<file path="src/rtl/uart_rx_hex_display.sv">
// uart_rx_hex_display: 8N1-style UART receiver feeding a hex seven-segment history display.
//
// Ports:
//   CLK          system clock, rising edge
//   RST_N        asynchronous active-low reset
//   RX           asynchronous serial line, idle high
//   o_RX_DV      one-cycle pulse per accepted frame
//   o_RX_Byte    last accepted byte, LSB-aligned, bits >= DATA_BITS are 0
//   o_FRAME_ERR  sticky stop-bit-low flag, cleared by the next accepted frame
//   o_PARITY_ERR sticky parity mismatch flag, cleared by the next accepted frame
//   SEG          active-low segments, digit k at SEG[7k+6:7k], bit 0 = A .. bit 6 = G
//
// Optional feature: define UART_RX_PARITY_EN to add a parity bit between data and stop.
// Without it o_PARITY_ERR stays 0 and PARITY_ODD has no effect.
module uart_rx_hex_display #(
  parameter int unsigned CLKS_PER_BIT = 217,
  parameter int unsigned DATA_BITS    = 8,
  parameter int unsigned NUM_DIGITS   = 2,
  parameter int unsigned PARITY_ODD   = 0
) (
  input  logic                    CLK,
  input  logic                    RST_N,
  input  logic                    RX,
  output logic                    o_RX_DV,
  output logic [7:0]              o_RX_Byte,
  output logic                    o_FRAME_ERR,
  output logic                    o_PARITY_ERR,
  output logic [7*NUM_DIGITS-1:0] SEG
);

  localparam int unsigned CntW  = $clog2(CLKS_PER_BIT);
  localparam int unsigned HistW = 4 * NUM_DIGITS;

  typedef enum logic [2:0] {
    StWaitIdle,
    StIdle,
    StStart,
    StData,
`ifdef UART_RX_PARITY_EN
    StParity,
`endif
    StStop
  } state_e;

  state_e                  r_state, w_state_nxt;
  logic                    r_rx_meta, r_rx_s;
  logic [CntW-1:0]         r_cnt;
  logic [2:0]              r_bit_idx;
  logic [7:0]              r_data;
  logic                    r_par_bad;
  logic                    r_dv, r_frame_err, r_parity_err;
  logic [7:0]              r_rx_byte;
  logic [HistW-1:0]        r_hist;
  logic [NUM_DIGITS-1:0]   r_valid;
  logic [7*NUM_DIGITS-1:0] r_seg, w_seg;

  logic w_cnt_clr, w_bit_tick, w_bit_smp, w_par_smp, w_accept, w_ferr, w_perr, w_par_exp;
  logic [HistW+7:0]        w_hist_shift;
  logic [NUM_DIGITS+1:0]   w_valid_shift;

  assign w_bit_tick    = (r_cnt == CntW'(CLKS_PER_BIT - 1));
  assign w_par_exp     = (^r_data) ^ (PARITY_ODD != 0);
  assign w_hist_shift  = {r_hist, r_data};
  assign w_valid_shift = {r_valid, 2'b11};

  function automatic logic [6:0] hex_to_seg(input logic [3:0] i_nib);
    logic [6:0] seg;
    unique case (i_nib)
      4'h0: seg = 7'h40;
      4'h1: seg = 7'h79;
      4'h2: seg = 7'h24;
      4'h3: seg = 7'h30;
      4'h4: seg = 7'h19;
      4'h5: seg = 7'h12;
      4'h6: seg = 7'h02;
      4'h7: seg = 7'h78;
      4'h8: seg = 7'h00;
      4'h9: seg = 7'h10;
      4'hA: seg = 7'h08;
      4'hB: seg = 7'h03;
      4'hC: seg = 7'h46;
      4'hD: seg = 7'h21;
      4'hE: seg = 7'h06;
      4'hF: seg = 7'h0E;
    endcase
    return seg;
  endfunction

  // RX synchroniser
  always_ff @(posedge CLK or negedge RST_N) begin
    if (!RST_N) begin
      r_rx_meta <= 1'b1;
      r_rx_s    <= 1'b1;
    end else begin
      r_rx_meta <= RX;
      r_rx_s    <= r_rx_meta;
    end
  end

  always_ff @(posedge CLK or negedge RST_N) begin
    if (!RST_N) r_state <= StWaitIdle;
    else        r_state <= w_state_nxt;
  end

  always_comb begin
    w_state_nxt = r_state;
    w_cnt_clr   = 1'b0;
    w_bit_smp   = 1'b0;
    w_par_smp   = 1'b0;
    w_accept    = 1'b0;
    w_ferr      = 1'b0;
    w_perr      = 1'b0;
    unique case (r_state)
      // Wait until the synchroniser has flushed its reset value (cnt reaches 2) so a line
      // held low through reset is never mistaken for idle.
      StWaitIdle: begin
        if (!r_rx_s) begin
          w_cnt_clr = 1'b1;
        end else if (r_cnt == CntW'(2)) begin
          w_state_nxt = StIdle;
        end
      end
      StIdle: begin
        w_cnt_clr = 1'b1;
        if (!r_rx_s) w_state_nxt = StStart;
      end
      StStart: begin
        if (r_cnt == CntW'(CLKS_PER_BIT / 2 - 1)) begin
          w_cnt_clr   = 1'b1;
          w_state_nxt = r_rx_s ? StIdle : StData;
        end
      end
      StData: begin
        if (w_bit_tick) begin
          w_cnt_clr = 1'b1;
          w_bit_smp = 1'b1;
          if (r_bit_idx == 3'(DATA_BITS - 1)) begin
`ifdef UART_RX_PARITY_EN
            w_state_nxt = StParity;
`else
            w_state_nxt = StStop;
`endif
          end
        end
      end
`ifdef UART_RX_PARITY_EN
      StParity: begin
        if (w_bit_tick) begin
          w_cnt_clr   = 1'b1;
          w_par_smp   = 1'b1;
          w_state_nxt = StStop;
        end
      end
`endif
      StStop: begin
        if (w_bit_tick) begin
          w_cnt_clr = 1'b1;
          if (!r_rx_s) begin
            w_ferr      = 1'b1;
            w_state_nxt = StWaitIdle;
          end else if (r_par_bad) begin
            w_perr      = 1'b1;
            w_state_nxt = StIdle;
          end else begin
            w_accept    = 1'b1;
            w_state_nxt = StIdle;
          end
        end
      end
      default: w_state_nxt = StWaitIdle;
    endcase
  end

  // Receive datapath
  always_ff @(posedge CLK or negedge RST_N) begin
    if (!RST_N) begin
      r_cnt        <= '0;
      r_bit_idx    <= '0;
      r_data       <= '0;
      r_par_bad    <= 1'b0;
      r_dv         <= 1'b0;
      r_rx_byte    <= '0;
      r_frame_err  <= 1'b0;
      r_parity_err <= 1'b0;
      r_hist       <= '0;
      r_valid      <= '0;
    end else begin
      r_cnt <= w_cnt_clr ? '0 : r_cnt + 1'b1;
      r_dv  <= w_accept;
      if (r_state == StIdle) begin
        r_bit_idx <= '0;
        r_data    <= '0;
        r_par_bad <= 1'b0;
      end
      if (w_bit_smp) begin
        r_data[r_bit_idx] <= r_rx_s;
        r_bit_idx         <= r_bit_idx + 3'd1;
      end
      if (w_par_smp) r_par_bad <= (r_rx_s != w_par_exp);
      if (w_ferr)    r_frame_err  <= 1'b1;
      if (w_perr)    r_parity_err <= 1'b1;
      if (w_accept) begin
        r_rx_byte    <= r_data;
        r_frame_err  <= 1'b0;
        r_parity_err <= 1'b0;
        r_hist       <= w_hist_shift[HistW-1:0];
        r_valid      <= w_valid_shift[NUM_DIGITS-1:0];
      end
    end
  end

  // Registered decode: SEG follows the history one cycle later
  always_comb begin
    w_seg = '1;
    for (int unsigned k = 0; k < NUM_DIGITS; k++) begin
      if (r_valid[k]) w_seg[7*k +: 7] = hex_to_seg(r_hist[4*k +: 4]);
    end
  end

  always_ff @(posedge CLK or negedge RST_N) begin
    if (!RST_N) r_seg <= '1;
    else        r_seg <= w_seg;
  end

  assign o_RX_DV      = r_dv;
  assign o_RX_Byte    = r_rx_byte;
  assign o_FRAME_ERR  = r_frame_err;
  assign o_PARITY_ERR = r_parity_err;
  assign SEG          = r_seg;

endmodule

</file>
<file path="config.mk">
export PLATFORM = sky130hd
export DESIGN_NAME = uart_rx_hex_display
export DESIGN_NICKNAME = d
export VERILOG_FILES = /design/src/rtl/uart_rx_hex_display.sv
export SDC_FILE = /design/constraint.sdc
export NUM_CORES = 1
export LEC_CHECK = 0
export ABC_AREA = 1
export BUFFER_PORTS_ARGS = -buffer_cell sky130_fd_sc_hd__buf_2
export CAP_MARGIN = 10
export CORE_UTILIZATION = 55
export CTS_BUF_LIST = sky130_fd_sc_hd__clkbuf_2
export CTS_CLUSTER_DIAMETER = 60
export DETAILED_ROUTE_END_ITERATION = 16
export MAX_ROUTING_LAYER = met4
export PLACE_DENSITY = 0.78
export SLEW_MARGIN = 10
export SYNTH_ARGS = -nofsm -noshare
export SYNTH_HDL_FRONTEND = slang
export SYNTH_SLANG_ARGS = --single-unit
</file>
<file path="constraint.sdc">
create_clock -name CLK -period 1.5 [get_ports CLK]
set_clock_uncertainty 0.1 [all_clocks]
set_input_delay 0.075 -clock CLK [delete_from_list [all_inputs] [get_ports CLK]]
set_output_delay 0.075 -clock CLK [all_outputs]
set_load 0.02 [all_outputs]
</file>
; ---- Yosys cells after proc, flatten, opt, wreduce, memory -nomap -nowiden
; Memory sizes are Yosys's and may differ from the RTL's.
; Index checks and enable logic that the tools add are counted.
[totals]
word_cells = 72
memories = 2
ff_bits = 50
rom_bits = 224
out_inout_bits = 25
input_bits = 3
[classes]
n_eq_ne = 15
reduce_logical = 6
n_addsub = 2
muxes = 33
order_cmp = 2
[memory_table]
columns = memory, depth, width, rd, rd_ports_with_merged_regs, wr, line_no
row1 = (no name shown), 16, 7, 1, 0, 0, 68  ; unique case (i_nib)
row2 = (no name shown), 16, 7, 1, 0, 0, 68
[ops]
columns = cell, n
row1 = two-way mux 3 bit, 9
row2 = two-way mux 8 bit, 3
row3 = one-hot mux 3 bit (5 select lines), 1
row4 = two-way mux 1 bit, 14
row5 = two-way mux 7 bit, 2
row6 = "!= test 2 bit, second input constant", 7
row7 = "adder 8 x 1 -> 8 bit, second input constant", 1
row8 = bitwise mux 8 bit, 1
row9 = "equality test 8 x 2 -> 1 bit, second input constant", 1
row10 = "equality test 8 x 7 -> 1 bit, second input constant", 1
row11 = "equality test 8 bit, second input constant", 1
row12 = AND reduction 7 bit, 1
row13 = "equality test 3 x 2 -> 1 bit, second input constant", 2
row14 = "equality test 3 bit, second input constant", 2
row15 = "< comparator 3 x 4 -> 1 bit, second input constant", 1
row16 = one-hot mux 1 bit (4 select lines), 1
row17 = nonzero test 2 bit, 2
row18 = "adder 3 x 1 -> 3 bit, second input constant", 1
row19 = demux 1 bit (select 3 bit), 1
row20 = "equality test 3 x 1 -> 1 bit, second input constant", 1
row21 = ">= comparator 3 x 1 -> 1 bit, second input constant", 1
row22 = logical NOT 3 bit, 1
row23 = two-way mux 2 bit, 1
row24 = OR reduction 2 bit, 1
row25 = logical AND 1 bit, 1

; ---- Depth between registers and ports, before layout
[depth]
depth_word = 6
mapped_depth = 11
ltp_nobuf = 11

; ---- Worst setup path before layout
; Ideal clock, no wire load.
[synth_timing]
path_type = flip-flop to flip-flop
startpoint = reg r_cnt[0]
endpoint = reg r_hist[0]
n_path_buf = 1
setup_time_ps = 123
path_stages_with_launch = 12
synth_period_minus_slack_ps = 1494
arrival_ps = 1271
setup_slack_ps = 6
cell_sequence = dfrtp_1 -> inv_1 -> ha_1 -> nand3_1 -> inv_1 -> nand2_2 -> nor2_4 -> nand2_4 -> clkinv_4 -> buf_12 -> nand2_2 -> o21ai_2
[synth_between]
elab_chain_len = 3
[synth_rtl]
columns = item, line_no
row1 = start: declaration, 47  ; logic [CntW-1:0] r_cnt;
row2 = start signal: assignment, 188  ; r_cnt <= w_cnt_clr ? '0 : r_cnt + 1'b1;
row3 = equality test 8 bit, 61  ; assign w_bit_tick = (r_cnt == CntW'(CLKS_PER_BIT - 1));
row4 = two-way mux 1 bit, 156  ; if (w_bit_tick) begin
row5 = two-way mux 1 bit, 113  ; unique case (r_state)
row6 = named net w_accept, 57  ; logic w_cnt_clr, w_bit_tick, w_bit_smp, w_par_smp, w_accept, w_ferr, w_perr, w_par_exp;
row7 = end signal: assignment, 206  ; r_hist <= w_hist_shift[HistW-1:0];
row8 = end: declaration, 53  ; logic [HistW-1:0] r_hist;
; The timed path passes the listed nets, and every way through them passes these cells.
; A chain may end at the register's enable or synchronous reset.

; ---- Final worst setup path
[layout_timing]
startpoint = reg r_cnt[0]
endpoint = reg r_data[2]
[layout_between]
elab_chain_len = 4
[layout_rtl]
columns = item, line_no
row1 = equality test 8 bit, 61
row2 = two-way mux 1 bit, 134  ; if (w_bit_tick) begin
row3 = two-way mux 1 bit, 113
row4 = two-way mux 8 bit, 195  ; if (w_bit_smp) begin
row5 = end signal: indexed assignment, 196  ; r_data[r_bit_idx] <= r_rx_s;
row6 = end: declaration, 49  ; logic [7:0] r_data;
; No other way between the ends.

==> results summary <==
The clock-pin slew reported for the worst setup and hold paths after clock tree synthesis is 0.25 ns. The area after detailed placement came out at 2850 um2. The average instance in the mapped netlist occupies 8.55 um2. The final net count came out at 369. The via count of the first global-routing pass is 1,889. The ratio of routed vias to standard cells came out at 5.23.

The iteration count of the initial detailed-routing pass came out at 10. The number of warnings printed during yosys synthesis is 0. The highest clock rate came out at 626 MHz.

The number of antenna diodes in the final layout is 0. The number of max-cap violations is 0. The number of sinks handled by clock tree synthesis is 49.

The static leakage power came out at 0.00146 uW. The number of setup violations in the final report came out at 31. The area growth from synthesis to layout is 19.1%. Following the worst setup path forward leads to its endpoint at r_data[2].

The final worst setup slack is -0.0976 ns. The number of antenna violations at the first check in global routing came to 0. The die is 70.6 um wide. The number of buffers inserted during clock tree synthesis is 5. Synthesis instantiated 28 different standard cells from the library. The transition time at the pin with the least slew margin is 0.719 ns. The area of all placed cells without fillers is 3090 um2.

The area inside the core boundary is 4440 um2. The count of H-tree levels built during CTS came out at 2. The maximum clock path buffer count came out at 2. The placer congestion estimate came out at 0.904.

The tree is rooted in a sky130_fd_sc_hd__clkbuf_2. In this run the critical register-to-register path is captured at r_data[2]. The flip-flop and latch count after synthesis came out at 49. The number of failing hold endpoints at the final stage was 0. The number of input and output port buffers inserted came out at 26. The max-slew violation count came out at 0. Measured in cells, the most critical reg-to-reg path has a length of 10. For this run, design rule violations remaining after detail routing come to 4. The setup slack of the most critical reg-to-reg path is -0.1 ns. Synthesis produced 303 cells.

Overall power consumption after layout is estimated at 3000 uW. The count of antenna-violating nets left after detailed routing is 0. 28 I/O pins were placed. For met2 alone, demand over resource in global routing was 0.342. In the final layout, the share of cells above drive strength 1 is 0.351. STA classifies the critical path startpoint as a flop. Wires add up to 4840 um. Setup repair after global routing could not meet its margin everywhere. Power spread over the standard cell area amounts to 971 nW/um2. The via count is 2,103.

The total overflow reported by the global router came out at 0. The detailed-placement wirelength estimate came out at 3370 um. The required arrival time at the worst endpoint is 1.78 ns. The largest voltage drop on the vdd net came out at 780 uV.

The clock latency at the later pin of the worst-skew pair is 0.43 ns. For the finished layout, the period the worst path requires is 1.60 ns. After the first detailed-routing iteration, the DRC count stood at 139. After floorplanning, the core was divided into 24 placement rows.

The overall routing resource usage is 0.221. The sequential-to-total area share from yosys stat came out at 0.481. The worst setup path is captured at a flop. The launching point of the worst reg2reg path is r_cnt[0]. The area enclosed by the die boundary is 4990 um2. The portion of synthesized cell area occupied by the leading cell type came out at 0.319. The data arrival at the endpoint of the critical path is 1.88 ns.

The worst setup path is of the flop to flop kind. Measured against its own limit, the worst slew margin works out to 0.521. The starting utilization of the core area is 0.583. The combined area of all synthesized cells came out at 2590 um2. The met1 global-route usage is 0.293. The die outline height is 70.6 um. The first global-routing pass estimated 8400 um of wire. The met3 track demand over resource in global routing came out at 0.0370. The critical path starts at r_cnt[0]. The busiest layer in global routing is met2. The worst hold path belongs to the class input pin to async pin. The run finished, with violations left. The share of the core filled with cells came out at 0.695.

The largest fanout on the critical path is 5. After synthesis, the cell types taking the most area are sky130_fd_sc_hd__dfrtp_1 (32%), sky130_fd_sc_hd__dfstp_2 (16%), sky130_fd_sc_hd__nand2_1 (10%). TritonCTS built the clock tree. The final reports fail on DRC, setup timing. Summed over all instances, the cell type with the most area after synthesis is sky130_fd_sc_hd__dfrtp_1.

Of the available clock period, the critical path in the final layout requires 1.07. The routed wirelength normalized by instance count came out at 12.0 um. The number of nets handed over by synthesis was 323. The largest net degree at the start of global routing is 19. OpenSTA, run right after detailed placement, puts the worst setup slack at -0.126 ns.
==> state kept, by name, indices dropped and copies added, names as in the netlist <==
name         flops
r_rx_s           1
o_FRAME_ERR      1
r_data           8
r_valid          1
r_rx_meta        1
r_bit_idx        3
r_cnt            8
r_hist           8
o_RX_DV          1
r_state          3
SEG             14
==> layout make-up <==
type / instances / area [um2]
Clock buffer: 5 / 25.0
Clock inverter: 3 / 17.5
Fill cell: 348 / 1360
Inverter: 36 / 148
Multi-Input combinational cell: 209 / 1270
Sequential cell: 49 / 1250
Tap cell: 52 / 65.1
Timing Repair Buffer: 47 / 302
Timing Repair inverter: 1 / 8.76
==> metrics by stage <==
step                hold WS, ns  setup TNS (ns)  std cells
finish                   0.0503           -1.73        402
global route             0.0541           -4.42        402
CTS                      0.0477          -0.785        400
detailed placement      -0.0544           -2.23        388
global placement        -0.0629          -0.937        388
floorplan                -0.321               0        303
==> cell usage in the layout (no fill, tap or decap) <==
cell type                        synthesis  final
sky130_fd_sc_hd__o211ai_1                2      2
sky130_fd_sc_hd__a21oi_1                 4      4
sky130_fd_sc_hd__conb_1                  1      1
sky130_fd_sc_hd__nand2_2                 5      9
sky130_fd_sc_hd__nor3_2                  0      1
sky130_fd_sc_hd__clkinv_1                0      1
sky130_fd_sc_hd__buf_2                   1     26
sky130_fd_sc_hd__inv_1                  34     28
sky130_fd_sc_hd__ha_4                    0      1
sky130_fd_sc_hd__nor3_1                  4      3
sky130_fd_sc_hd__dfrtp_1                33     33
sky130_fd_sc_hd__dlymetal6s4s_1          0      1
sky130_fd_sc_hd__clkinv_8                0      1
sky130_fd_sc_hd__nor2_4                  2      6
sky130_fd_sc_hd__o21ai_0                25     22
sky130_fd_sc_hd__a31oi_1                 4      4
sky130_fd_sc_hd__clkinv_4                1      2
sky130_fd_sc_hd__xor2_1                  5      5
sky130_fd_sc_hd__dfstp_2                16     16
sky130_fd_sc_hd__buf_6                   0      1
sky130_fd_sc_hd__clkinv_2                0      1
sky130_fd_sc_hd__nand2_1                69     62
sky130_fd_sc_hd__o21ai_2                 8      8
sky130_fd_sc_hd__dlygate4sd3_1           0      2
sky130_fd_sc_hd__inv_2                   1      7
sky130_fd_sc_hd__ha_1                   17     16
sky130_fd_sc_hd__clkbuf_2                0      5
sky130_fd_sc_hd__o311ai_0                2      2
sky130_fd_sc_hd__nor2_2                  3     16
sky130_fd_sc_hd__xnor2_1                 1      1
sky130_fd_sc_hd__nand3_1                23     22
sky130_fd_sc_hd__buf_4                   1     17
sky130_fd_sc_hd__nor2_1                 32     15
sky130_fd_sc_hd__nand2_4                 1      4
sky130_fd_sc_hd__nand3_4                 0      1
sky130_fd_sc_hd__o21ai_1                 0      3
sky130_fd_sc_hd__nand3_2                 1      1
==> metal layers <==
layer / vias up / part of all wire
li1: 1053 / -
met2: 49 / 0.47
met3: 9 / 0.039
met5: - / 0
met4: 0 / 0.022
met1: 992 / 0.47
==> cell families (layout without fill, tap and decap cells) <==
group	count (synthesis)	count (layout)	synth area share
buf+inv	45	92	0.0753
simple gates	140	140	0.235
xor+xnor	6	6	0.0203
compound gates	45	45	0.105
fa+ha+maj	17	17	0.0821
flops	49	49	0.481
other cells	1	1	0.00145
==> power by group <==
part / total, uW / internal [uW] / leakage [uW] / switching, uW
combinational: 956 / 350 / 0.000804 / 607
clock: 545 / 111 / 0.0000304 / 434
sequential: 1490 / 1410 / 0.000623 / 85.4
==> synthesized netlist by cell type <==
cell,instances
sky130_fd_sc_hd__xnor2_1,1
sky130_fd_sc_hd__nor2_4,2
sky130_fd_sc_hd__nor2_2,3
sky130_fd_sc_hd__o21ai_0,25
sky130_fd_sc_hd__dfstp_2,16
sky130_fd_sc_hd__o21ai_2,8
sky130_fd_sc_hd__nand3_2,1
sky130_fd_sc_hd__dfrtp_1,33
sky130_fd_sc_hd__a31oi_1,4
sky130_fd_sc_hd__buf_4,1
sky130_fd_sc_hd__ha_1,17
sky130_fd_sc_hd__nand2_1,69
sky130_fd_sc_hd__inv_2,1
sky130_fd_sc_hd__o311ai_0,2
sky130_fd_sc_hd__xor2_1,5
sky130_fd_sc_hd__nand2_2,5
sky130_fd_sc_hd__clkbuf_1,6
sky130_fd_sc_hd__clkinv_4,1
sky130_fd_sc_hd__nor2_1,32
sky130_fd_sc_hd__buf_12,1
sky130_fd_sc_hd__nand2_4,1
sky130_fd_sc_hd__conb_1,1
sky130_fd_sc_hd__a21oi_1,4
sky130_fd_sc_hd__o211ai_1,2
sky130_fd_sc_hd__nand3_1,23
sky130_fd_sc_hd__buf_2,1
sky130_fd_sc_hd__nor3_1,4
sky130_fd_sc_hd__inv_1,34
==> how the worst min path moves through the flow <==
stage               start           to  slack, ns  cells after the start
floorplan           RST_N  o_FRAME_ERR      -0.32                      0
global placement    RST_N   r_state[2]      -0.06                      1
detailed placement  RST_N   r_state[2]      -0.05                      1
CTS                 RST_N      SEG[13]       0.05                      2
global route        RST_N      SEG[13]       0.05                      2
finish              RST_N      SEG[13]       0.05                      2
==> worst max-delay path, stage by stage (launching register included) <==
cell                      delay [ns]
sky130_fd_sc_hd__dfrtp_1        0.48
sky130_fd_sc_hd__inv_2          0.10
sky130_fd_sc_hd__ha_4           0.13
sky130_fd_sc_hd__nand3_2        0.07
sky130_fd_sc_hd__inv_2          0.07
sky130_fd_sc_hd__nand2_4        0.07
sky130_fd_sc_hd__nor2_4         0.19
sky130_fd_sc_hd__nand2_4        0.11
sky130_fd_sc_hd__nor2_2         0.11
sky130_fd_sc_hd__nand2_1        0.05
sky130_fd_sc_hd__o21ai_0        0.07
==> what timing repair did <==
action / 4_1_cts / 5_1_grt
resized for setup: 20 / 28
setup endpoints to repair: 30 / 56
pin swaps: 3 / 3
endpoints found under the hold margin: 37 / 0
buffers inserted: 0 / 2
cloned: 1 / 0
hold buffers: 3 / 0
No activity file was read; power rests on OpenSTA's default activity.
